**src/rtl/uart_rx.sv**
```systemverilog
// uart_rx -- serial-to-parallel UART receiver with mid-bit sampling.
// Receives 8N1 frames by default. Define UART_RX_PARITY_EN to receive 8E1
// frames with a live parity_err_o; otherwise parity_err_o is tied low.
// Received bytes are offered on a valid/ready holding register; framing,
// parity and overrun conditions are reported as one-cycle pulses.

module uart_rx #(
  parameter int ClkFreq  = 12000000,
  parameter int BaudRate = 115200
) (
  input  logic       clk_i,
  input  logic       reset_i,
  input  logic       rx_i,
  output logic [7:0] data_o,
  output logic       valid_o,
  input  logic       ready_i,
  output logic       frame_err_o,
  output logic       parity_err_o,
  output logic       overrun_o
);

  localparam int ClksPerBit = ClkFreq / BaudRate;
  localparam int HalfBit    = ClksPerBit / 2;
  localparam int CntW       = $clog2(ClksPerBit + 1);

  // Fewer than four clocks per bit leaves no room for a meaningful mid-bit sample.
  if (ClksPerBit < 4) begin : gBadBaud
    $error("uart_rx: ClkFreq/BaudRate must be at least 4 clocks per bit");
  end

  typedef enum logic [2:0] {
    IDLE,
    START,
    DATA,
`ifdef UART_RX_PARITY_EN
    PARITY,
`endif
    STOP,
    BREAK
  } state_e;

  state_e state_q, state_d;

  logic [CntW-1:0] clkCnt_q, clkCnt_d;
  logic [2:0]      bitIdx_q, bitIdx_d;
  logic [7:0]      shiftReg_q, shiftReg_d;
  logic [7:0]      dataReg_q, dataReg_d;
  logic            valid_q, valid_d;
  logic            frameErr_q, frameErr_d;
  logic            overrun_q, overrun_d;
  logic            parityMismatch;
  logic            halfBitDone;
  logic            fullBitDone;

  // The counter is cleared on the edge that leaves IDLE or hits a sample
  // point, so it reads one less than the number of cycles elapsed since the
  // reference cycle; the compare values are offset by one to land the sample
  // exactly on the intended cycle.
  assign halfBitDone = (clkCnt_q == CntW'(HalfBit - 1));
  assign fullBitDone = (clkCnt_q == CntW'(ClksPerBit - 1));

`ifdef UART_RX_PARITY_EN
  logic parityBit_q, parityBit_d;
  logic parityErr_q, parityErr_d;

  // Even parity: the eight data bits plus the parity bit must XOR to zero.
  assign parityMismatch = ^{shiftReg_q, parityBit_q};
  assign parity_err_o   = parityErr_q;
`else
  assign parityMismatch = 1'b0;
  assign parity_err_o   = 1'b0;
`endif

  // State register.
  always_ff @(posedge clk_i or posedge reset_i) begin
    if (reset_i) begin
      state_q <= IDLE;
    end else begin
      state_q <= state_d;
    end
  end

  // Next-state logic: walk start, data, optional parity and stop bits; park in BREAK on a held-low line.
  always_comb begin
    state_d = state_q;
    case (state_q)
      IDLE: begin
        if (!rx_i) state_d = START;
      end
      START: begin
        if (halfBitDone) state_d = rx_i ? IDLE : DATA;
      end
      DATA: begin
        if (fullBitDone && (bitIdx_q == 3'd7)) begin
`ifdef UART_RX_PARITY_EN
          state_d = PARITY;
`else
          state_d = STOP;
`endif
        end
      end
`ifdef UART_RX_PARITY_EN
      PARITY: begin
        if (fullBitDone) state_d = STOP;
      end
`endif
      STOP: begin
        if (fullBitDone) state_d = rx_i ? IDLE : BREAK;
      end
      BREAK: begin
        if (rx_i) state_d = IDLE;
      end
      default: state_d = IDLE;
    endcase
  end

  // Output/datapath logic: bit timing, shifting, holding-register handshake and error pulses.
  always_comb begin
    clkCnt_d   = clkCnt_q + CntW'(1);
    bitIdx_d   = bitIdx_q;
    shiftReg_d = shiftReg_q;
    dataReg_d  = dataReg_q;
    valid_d    = valid_q & ~ready_i;
    frameErr_d = 1'b0;
    overrun_d  = 1'b0;
`ifdef UART_RX_PARITY_EN
    parityBit_d = parityBit_q;
    parityErr_d = 1'b0;
`endif
    case (state_q)
      IDLE: begin
        clkCnt_d = '0;
        bitIdx_d = 3'd0;
      end
      START: begin
        if (halfBitDone) clkCnt_d = '0;
      end
      DATA: begin
        if (fullBitDone) begin
          clkCnt_d   = '0;
          shiftReg_d = {rx_i, shiftReg_q[7:1]};
          bitIdx_d   = bitIdx_q + 3'd1;
        end
      end
`ifdef UART_RX_PARITY_EN
      PARITY: begin
        if (fullBitDone) begin
          clkCnt_d    = '0;
          parityBit_d = rx_i;
        end
      end
`endif
      STOP: begin
        if (fullBitDone) begin
          clkCnt_d = '0;
          if (!rx_i) begin
            frameErr_d = 1'b1;
          end else if (parityMismatch) begin
`ifdef UART_RX_PARITY_EN
            parityErr_d = 1'b1;
`endif
          end else if (!valid_q || ready_i) begin
            dataReg_d = shiftReg_q;
            valid_d   = 1'b1;
          end else begin
            overrun_d = 1'b1;
          end
        end
      end
      BREAK: begin
        clkCnt_d = '0;
      end
      default: begin
        clkCnt_d = '0;
      end
    endcase
  end

  // Datapath and output registers; reset clears everything so outputs read zero at once.
  always_ff @(posedge clk_i or posedge reset_i) begin
    if (reset_i) begin
      clkCnt_q    <= '0;
      bitIdx_q    <= 3'd0;
      shiftReg_q  <= 8'h00;
      dataReg_q   <= 8'h00;
      valid_q     <= 1'b0;
      frameErr_q  <= 1'b0;
      overrun_q   <= 1'b0;
`ifdef UART_RX_PARITY_EN
      parityBit_q <= 1'b0;
      parityErr_q <= 1'b0;
`endif
    end else begin
      clkCnt_q    <= clkCnt_d;
      bitIdx_q    <= bitIdx_d;
      shiftReg_q  <= shiftReg_d;
      dataReg_q   <= dataReg_d;
      valid_q     <= valid_d;
      frameErr_q  <= frameErr_d;
      overrun_q   <= overrun_d;
`ifdef UART_RX_PARITY_EN
      parityBit_q <= parityBit_d;
      parityErr_q <= parityErr_d;
`endif
    end
  end

  assign data_o      = dataReg_q;
  assign valid_o     = valid_q;
  assign frame_err_o = frameErr_q;
  assign overrun_o   = overrun_q;

endmodule

```
**config.mk**
```make
export PLATFORM = sky130hd
export DESIGN_NAME = uart_rx
export DESIGN_NICKNAME = d
export VERILOG_FILES = /design/src/rtl/uart_rx.sv
export SDC_FILE = /design/constraint.sdc
export NUM_CORES = 1
export LEC_CHECK = 0
export BUFFER_PORTS_ARGS = -buffer_cell sky130_fd_sc_hd__buf_2
export CAP_MARGIN = 20
export CORE_ASPECT_RATIO = 1.1
export CORE_MARGIN = 2
export CORE_UTILIZATION = 25
export CTS_CLUSTER_SIZE = 16
export DETAILED_ROUTE_END_ITERATION = 7
export PLACE_DENSITY = 0.47
export SLEW_MARGIN = 20
export SYNTH_ARGS = -nofsm -noshare
export SYNTH_HDL_FRONTEND = slang
export SYNTH_SLANG_ARGS = --single-unit
```
**constraint.sdc**
```tcl
create_clock -name clk_i -period 2.1 [get_ports clk_i]
set_input_delay 0.525 -clock clk_i [delete_from_list [all_inputs] [get_ports clk_i]]
set_output_delay 0.525 -clock clk_i [all_outputs]
set_load 0.01 [all_outputs]
```
==> results.toml, run 1 <==
[pwr]
p_leak_nw = 0.836
p_comb_share_pct = 19.3
p_clk_share_pct = 28.4
internal_power_mw = 1.06
powerDensity_nw_per_um2 = 896
p_sw_share_pct = 29.5
vdd_ir_drop_max_mv = 0.239
switchingPower_uw = 444
finalPower_mw = 1.50
power_frac_seq_pct = 52.3

[synth]
synth-seq-cells = 32
yosysSeqAreaShare_pct = 55.6
yosysTopAreaCellShare_pct = 55.6
synth_cell_type_count = 29
synth_nets = 130
ys_async_sr_fraction_pct = 100
yosys-top-cells-count = "dfrtp_1 (32), mux2_2 (16), nor2_1 (14)"
synth_most_common_cell = "dfrtp_1"
syn_area_per_cell_um2 = 11.7
dominantRegCellSynth = "dfrtp_1"
ys_warn_count = 0
synth_area_leaders = "dfrtp_1 (56%), mux2_2 (13%), nand3_1 (3.8%)"
synth_edf_count = 0
syn-instance-count = 123
yosysTopAreaCell = "dfrtp_1"
netlist_area_um2 = 1440

[final_layout]
n_fill_cell = 617
multi_input_area_um2 = 581
drive_gt1_share_pct = 30.5
final_nets = 148
seq_area_um2 = 801
diodes = 0
area.growth.synth_to_final_pct = 16.5

[timing]
finalCritPeriodShare_pct = 86.6
setup_viol = 0
finalClockSkew_ns = 0.00296
setup_tns_ns = 0
hold_viol_final = 0
rsz0062_at_grt = "false"
fmax_mhz = 550
period_needed_ns = 1.82
slew_violations = 0

[clock_network]
cts_root_buf = "clkbuf_8"
htreeDepth = 2
clockBufferDepth = 2
postCtsHoldBufs = 0
clkTransAtPathRegs_ns = 0.06
clk-insertion-delay-late_ns = 0.28
cts.sinks = 32
cts_tree = "done"
cts_inserted_buffers = 5
cts_resized = 0
postCtsSetupBuffers = 0

[run]
cap_violations = 0

[drt]
ant_nets = 0
wl_per_cell_um = 11.9
wl_mm = 2.59
first_pass_iters = 4
avgViaCountPerCell = 4.40
vias = 959
drc = 0
drtIter0Drc = 26

[setup_path]
worstPathCellList = "and4b_1 > nand4_1 > nor2b_1 > buf_4 > mux2_2"
path_class = "flop to flop"
path_buf_inv = 1
required_ns = 2.26
crit_slowest_cell = "dfrtp_1"
slowest_delay_ns = 0.44
start_kind = "flop"
arrival_ns = 1.98
crit_path_max_fanout = 8
cp-end-kind = "flop"
crit_family = "simple AND/OR/NAND/NOR gates"

[global_routing]
grt_pass1_vias = 1028
grt_pass1_wl_mm = 4.81
track_usage_pct = 9.42
globalRouteOverflowTotal = 0
grt_max_degree = 33
antenna_found_initial = 0

[run_status]
status = "complete, no violations"

[floorplanning]
die_w_um = 76.4
coreArea_um2 = 5660
die_h_um = 83.6
core.rowCount = 29
start_util_pct = 25.4
die_area_um2 = 6380
ios = 16

[placed_design]
detailed_place_hpwl_mm = 1.91
gp_congestion = 0.777
portBuffers = 14

[worst_hold_path]
min_path_type = "primary input to async pin"
[cells by family (layout without fill, tap and decap cells)]
logic type | after synthesis | after routing | synth area share [%]
other | 1 | 1 | 0.260
muxes | 16 | 16 | 12.5
adders and majority gates | 3 | 3 | 2.61
xor gates and xnor gates | 5 | 5 | 3.04
AOI/OAI and AO/OA | 9 | 9 | 4.34
buffers and inverters | 12 | 30 | 4.08
and+or+nand+nor | 45 | 45 | 17.6
DFF | 32 | 32 | 55.6
[stage by stage]
| step | hold WS [ns] | setup slack, ns | util, % | area [um^2] | cells |
|---|---|---|---|---|---|
| floorplan | 0.455 | 0.360 | - | 1440 | 123 |
| global placement | 0.469 | 0.330 | 28.3 | 1600 | 211 |
| detailed placement | 0.482 | 0.292 | 28.3 | 1600 | 211 |
| CTS | 0.340 | 0.271 | 29.6 | 1680 | 218 |
| global route | 0.378 | 0.0936 | 29.6 | 1680 | 218 |
| finish | 0.329 | 0.282 | 29.6 | 1680 | 218 |
[sequential cells by signal, summed over array words and instances (netlist names)]
name / cells
valid_o: 1
state_q: 3
clkCnt_q: 7
frame_err_o: 1
shiftReg_q: 8
overrun_o: 1
bitIdx_q: 3
data_o: 8
[metal layers]
layer  vias up  global-route usage [%]  part of all wire [%]
li1        462                       -                     -
met1       473                    10.0                    42
met2        19                    17.1                    52
met3         5                    3.57                   4.4
met4         0                    2.98                   1.4
met5         -                       0                     0
[cells in the final DEF, fill, tap and decap left out, types with 2 or more instances in the layout]
| cell | instances |
|---|---|
| ha_1 | 3 |
| nor2b_1 | 2 |
| nor2_1 | 14 |
| nand4_1 | 3 |
| clkbuf_8 | 5 |
| and4b_1 | 2 |
| nand3_1 | 11 |
| inv_1 | 4 |
| mux2_2 | 16 |
| nand2_1 | 4 |
| dfrtp_1 | 32 |
| buf_2 | 14 |
| nand4b_1 | 2 |
| xor2_1 | 3 |
| o21ai_0 | 3 |
| buf_4 | 5 |
| a311oi_1 | 3 |
| xnor2_1 | 2 |
[worst register-to-register path: stages (launching register included)]
cell and delay [ns]:
dfrtp_1 0.44, and4b_1 0.40, nand4_1 0.20, nor2b_1 0.15
buf_4 0.17, mux2_2 0.34
[final cells by class]
cell class                      instances  share of cell area [%]
Inverter                                4                   0.895
Clock buffer                            6                    4.33
Timing Repair Buffer                   19                    6.41
Sequential cell                        32                    47.7
Multi-Input combinational cell         79                    34.6
Clock inverter                          1                   0.298
Tap cell                               77                    5.74
[power by group through the flow]
stage                     logic (mW)  clock network [mW]  registers (mW)
after global placement         0.288                   0           0.792
after global routing           0.336               0.476           0.803
after CTS                      0.295               0.451           0.785
after floorplan                0.261                   0           0.760
after detailed placement       0.293                   0           0.796
final                          0.290               0.427           0.786
[final timing paths]
check	start	endpoint	slack, ns	cells after the start
setup / recovery	clkCnt_q[4]	data_o[6]	0.28	5
hold / removal	reset_i	clkCnt_q[2]	0.33	3
setup reg to reg	clkCnt_q[4]	data_o[6]	0.28	5
hold reg to reg	clkCnt_q[0]	clkCnt_q[0]	0.49	1
max in group asynchronous	reset_i	shiftReg_q[5]	1.48	3
min in group clk_i	rx_i	frame_err_o	0.48	2
Power figures use the tool's default switching activity.
==> run 2, diff against run 1 <==
CORE_MARGIN = 5   (was 2)
==> results.toml, run 2 (same netlist as run 1, synthesis figures left out) <==
[floorplanning]
core.rowCount = 29
die_h_um = 89.6
ios = 16
die_w_um = 82.4
start_util_pct = 25.3
coreArea_um2 = 5700
die_area_um2 = 7380

[pwr]
p_leak_nw = 0.849
finalPower_mw = 1.65
vdd_ir_drop_max_mv = 0.299
powerDensity_nw_per_um2 = 962

[placed_design]
detailed_place_hpwl_mm = 1.90
portBuffers = 14
placedCellCount = 211
gp_congestion = 0.796

[clock_network]
clockBufferDepth = 2
postCtsHoldBufs = 0
cts_root_buf = "clkbuf_8"
htreeDepth = 2
clkTransAtPathRegs_ns = 0.07
clk-insertion-delay-late_ns = 0.28
cts_inserted_buffers = 5
cts.sinks = 32
cts_tree = "done"

[setup_path]
r2r_start = "clkCnt_q[0]"
r2r-end = "data_o[0]"
cp-end-kind = "flop"
crit_path_max_fanout = 9
arrival_ns = 2.06
path_class = "flop to flop"
rr_worst_depth = 6
required_ns = 2.26
start_kind = "flop"
reg2reg_slack_ns = 0.21

[timing]
setup_viol = 0
finalClockSkew_ns = 0.00596
setup_tns_ns = 0
finalCritPeriodShare_pct = 90.2
hold_viol_final = 0
slew_violations = 0
period_needed_ns = 1.89
fmax_mhz = 528
rsz0062_at_grt = "false"

[drt]
first_pass_iters = 4
drc = 0
wl_mm = 2.62
drtIter0Drc = 37
avgViaCountPerCell = 4.34
wl_per_cell_um = 12.0
ant_nets = 0
vias = 950

[final_layout]
drive_gt1_share_pct = 32.4
final_cell_mix = "dfrtp_1 (32), mux2_2 (16), nor2_1 (14), buf_2 (14), nand3_1 (11)"
final_cells = 219
mostFrequentLayoutCell = "dfrtp_1"
diodes = 0
final_nets = 148
post-route-util_pct = 30.1
n_fill_cell = 605
area.growth.synth_to_final_pct = 18.9

[global_routing]
grt_pass1_vias = 961
globalRouteOverflowTotal = 0
grt_max_degree = 33
grt_pass1_wl_mm = 4.53
antenna_found_initial = 0
track_usage_pct = 8.35

[run]
cap_violations = 0

[worst_hold_path]
min_path_type = "primary input to async pin"

[run_status]
status = "complete, no violations"
==> run 2: cell count changes in the layout (fill, tap and decap cells not counted), sizes merged <==
cell and delta:
bufinv +1, clkinvlp +1, clkbuf -1
==> run 2: what timing repair did <==
item	in CTS	in global routing
setup endpoints to repair	0	8
buffers inserted	0	0
resized for setup	0	1
==> run 2: metal layers <==
layer | vias up | share of wire, % | global-route usage (%)
met4 | 0 | 1.9 | 4.23
met1 | 463 | 42 | 9.31
met5 | - | 0 | 0
met3 | 5 | 5.4 | 3.29
li1 | 463 | - | -
met2 | 19 | 50 | 13.8
==> run 2: how the worst max path moves through the flow <==
stage | startpoint | end | slack (ns) | depth (start not counted)
after floorplan | clkCnt_q[0] | data_o[0] | 0.36 | 7
after global placement | clkCnt_q[0] | data_o[6] | 0.19 | 6
after detailed placement | clkCnt_q[0] | data_o[0] | 0.1 | 6
after CTS | clkCnt_q[0] | data_o[0] | 0.08 | 6
after global routing | clkCnt_q[0] | data_o[0] | 0.03 | 6
final | clkCnt_q[0] | data_o[0] | 0.21 | 6
==> run 2: cell type report <==
type / count / area (um^2) / area share (%)
clock inverter: 3 / 42.5 / 2.48
clock buffer: 5 / 68.8 / 4.02
tap: 77 / 96.3 / 5.62
sequential: 32 / 801 / 46.7
inverter: 4 / 15.0 / 0.877
multi-input combinational: 79 / 582 / 34.0
timing repair buffer: 19 / 108 / 6.28
==> run 2: worst max-delay path, stage by stage (launching register included) <==
cell	delay [ns]
dfrtp_1	0.40
ha_1	0.23
and3b_2	0.32
nand4_1	0.17
nor2b_1	0.14
buf_4	0.18
mux2_2	0.35
==> run 2: report_power, final <==
group	leakage, nW	total [mW]	switching, mW	internal [mW]
combinational	0.366	0.278	0.144	0.134
sequential	0.429	0.786	0.0915	0.695
clock	0.0541	0.584	0.233	0.351
total	0.849	1.65	0.469	1.18
==> run 2: stage by stage <==
step	cell area, um^2	hold slack (ns)	setup slack, ns
after floorplan	1440	0.455	0.360
after global placement	1600	0.469	0.190
after detailed placement	1600	0.491	0.0966
after CTS	1710	0.333	0.0796
after global routing	1710	0.367	0.0271
final	1710	0.315	0.205
==> run 3, diff against run 2 <==
CORE_ASPECT_RATIO = 0.6   (was 1.1)
PLACE_DENSITY = 0.48   (was 0.47)
clock period = 1.74 ns   (was 2.1 ns; I/O delays follow)
==> results.toml, run 3 (same netlist as run 1, synthesis figures left out) <==
[run_status]
status = "complete, no violations"

[final_layout]
area.growth.synth_to_final_pct = 30.9
final_nets = 161
mostFrequentLayoutCell = "dfrtp_1"
drive_gt1_share_pct = 41.3
diodes = 0
final_cell_mix = "dfrtp_1 (30), buf_4 (16), nor2_1 (14), buf_2 (14), nand3_1 (11)"
finalInstanceArea_um2 = 1890
n_fill_cell = 579

[clock_network]
cts_root_buf = "clkbuf_8"
clkTransAtPathRegs_ns = 0.07
postCtsHoldBufs = 0
clk-insertion-delay-late_ns = 0.28
cts_tree = "done"
cts.sinks = 32
cts_inserted_buffers = 5
clockBufferDepth = 2
htreeDepth = 2

[timing]
rsz0062_at_grt = "true"
hold_viol_final = 0
period_needed_ns = 1.69
finalClockSkew_ns = 0.00212
slew_violations = 0
finalCritPeriodShare_pct = 97.1
fmax_mhz = 592
setup_viol = 0
hold_ws_ns = 0.236

[setup_path]
reg2reg_slack_ns = 0.05
required_ns = 1.90
cp-end-kind = "flop"
crit_path_max_fanout = 8
path_class = "flop to flop"
crit_start = "clkCnt_q[4]"
r2r_start = "clkCnt_q[4]"
crit_path_end = "data_o[0]"
arrival_ns = 1.85
rr_worst_depth = 5
start_kind = "flop"
r2r-end = "data_o[0]"

[drt]
drc = 0
wl_mm = 2.90
avgViaCountPerCell = 4.22
wl_per_cell_um = 12.3
vias = 992
drtIter0Drc = 25
ant_nets = 0
first_pass_iters = 4

[placed_design]
gp_congestion = 0.720
portBuffers = 14
place_area_um2 = 1680
detailed_place_hpwl_mm = 2.03

[floorplanning]
ios = 16
start_util_pct = 25.9
die_area_um2 = 7430
coreArea_um2 = 5570
core.rowCount = 21
die_w_um = 108
die_h_um = 68.8

[worst_hold_path]
min_path_type = "primary input to async pin"

[pwr]
p_leak_nw = 0.941
p_clk_share_pct = 32.1
vdd_ir_drop_max_mv = 0.393
p_comb_share_pct = 24.8
internal_power_mw = 1.56
powerDensity_nw_per_um2 = 1150
switchingPower_uw = 608
power_frac_seq_pct = 43.0
p_sw_share_pct = 28.0

[global_routing]
track_usage_pct = 8.51
antenna_found_initial = 0
grt_max_degree = 33
grt_pass1_wl_mm = 4.74
globalRouteOverflowTotal = 0
grt_pass1_vias = 998

[run]
cap_violations = 0
run 3: worst min path at each step:
stage                           start           to  slack (ns)  cells after the start
after floorplan           clkCnt_q[0]  clkCnt_q[0]        0.46                      1
after detailed placement    data_o[2]    data_o[2]        0.49                      1
after global placement      data_o[2]    data_o[2]        0.49                      1
final                         reset_i  bitIdx_q[0]        0.24                      3
after global routing          reset_i   state_q[0]        0.28                      3
after CTS                     reset_i      valid_o        0.25                      3
run 3: worst max-delay path: stages (launching register included):
cell and delay [ns]:
dfrtp_2 0.42, and4b_2 0.35, nand4_1 0.16, nor2b_2 0.16, buf_6 0.17, mux2_4 0.31
run 3: metal layers:
| layer | GRT usage (%) | routed length (um) | vias to the layer above |
|---|---|---|---|
| met5 | 0 | 0 | - |
| met4 | 4.72 | 40 | 0 |
| met3 | 2.79 | 113 | 2 |
| met2 | 12.2 | 1280 | 26 |
| met1 | 11.4 | 1470 | 472 |
| li1 | - | - | 492 |
run 3: what timing repair did:
action	4_1_cts	5_1_grt
endpoints found under the setup margin	8	14
pin swaps	0	2
resized for setup	3	14
setup buffers	0	5
run 3: stage by stage:
stage	setup WS, ns	setup TNS [ns]	utilization [%]	std cells	power, mW
floorplan	0.0100	0	-	123	1.24
global placement	0.0549	0	30.1	222	1.38
detailed placement	-0.0334	-0.170	30.1	222	1.39
CTS	0.0104	0	32.3	230	2.11
global route	-0.0582	-0.385	33.9	235	2.31
finish	0.0500	0	33.9	235	2.17
run 3: power groups by stage:
stage / registers (mW) / clock network, mW / logic (mW)
after floorplan: 0.919 / 0 / 0.318
after global placement: 0.931 / 0 / 0.445
after detailed placement: 0.934 / 0 / 0.453
after CTS: 0.930 / 0.711 / 0.470
after global routing: 0.953 / 0.751 / 0.605
final: 0.935 / 0.698 / 0.539
run 3: cell type report:
type | instances | area [um^2] | area share (%)
Sequential cell | 32 | 803 | 42.6
Multi-Input combinational cell | 79 | 638 | 33.8
Timing Repair Buffer | 32 | 221 | 11.7
Tap cell | 80 | 100 | 5.31
Clock buffer | 6 | 72.6 | 3.85
Clock inverter | 2 | 35.0 | 1.86
Inverter | 4 | 15.0 | 0.796
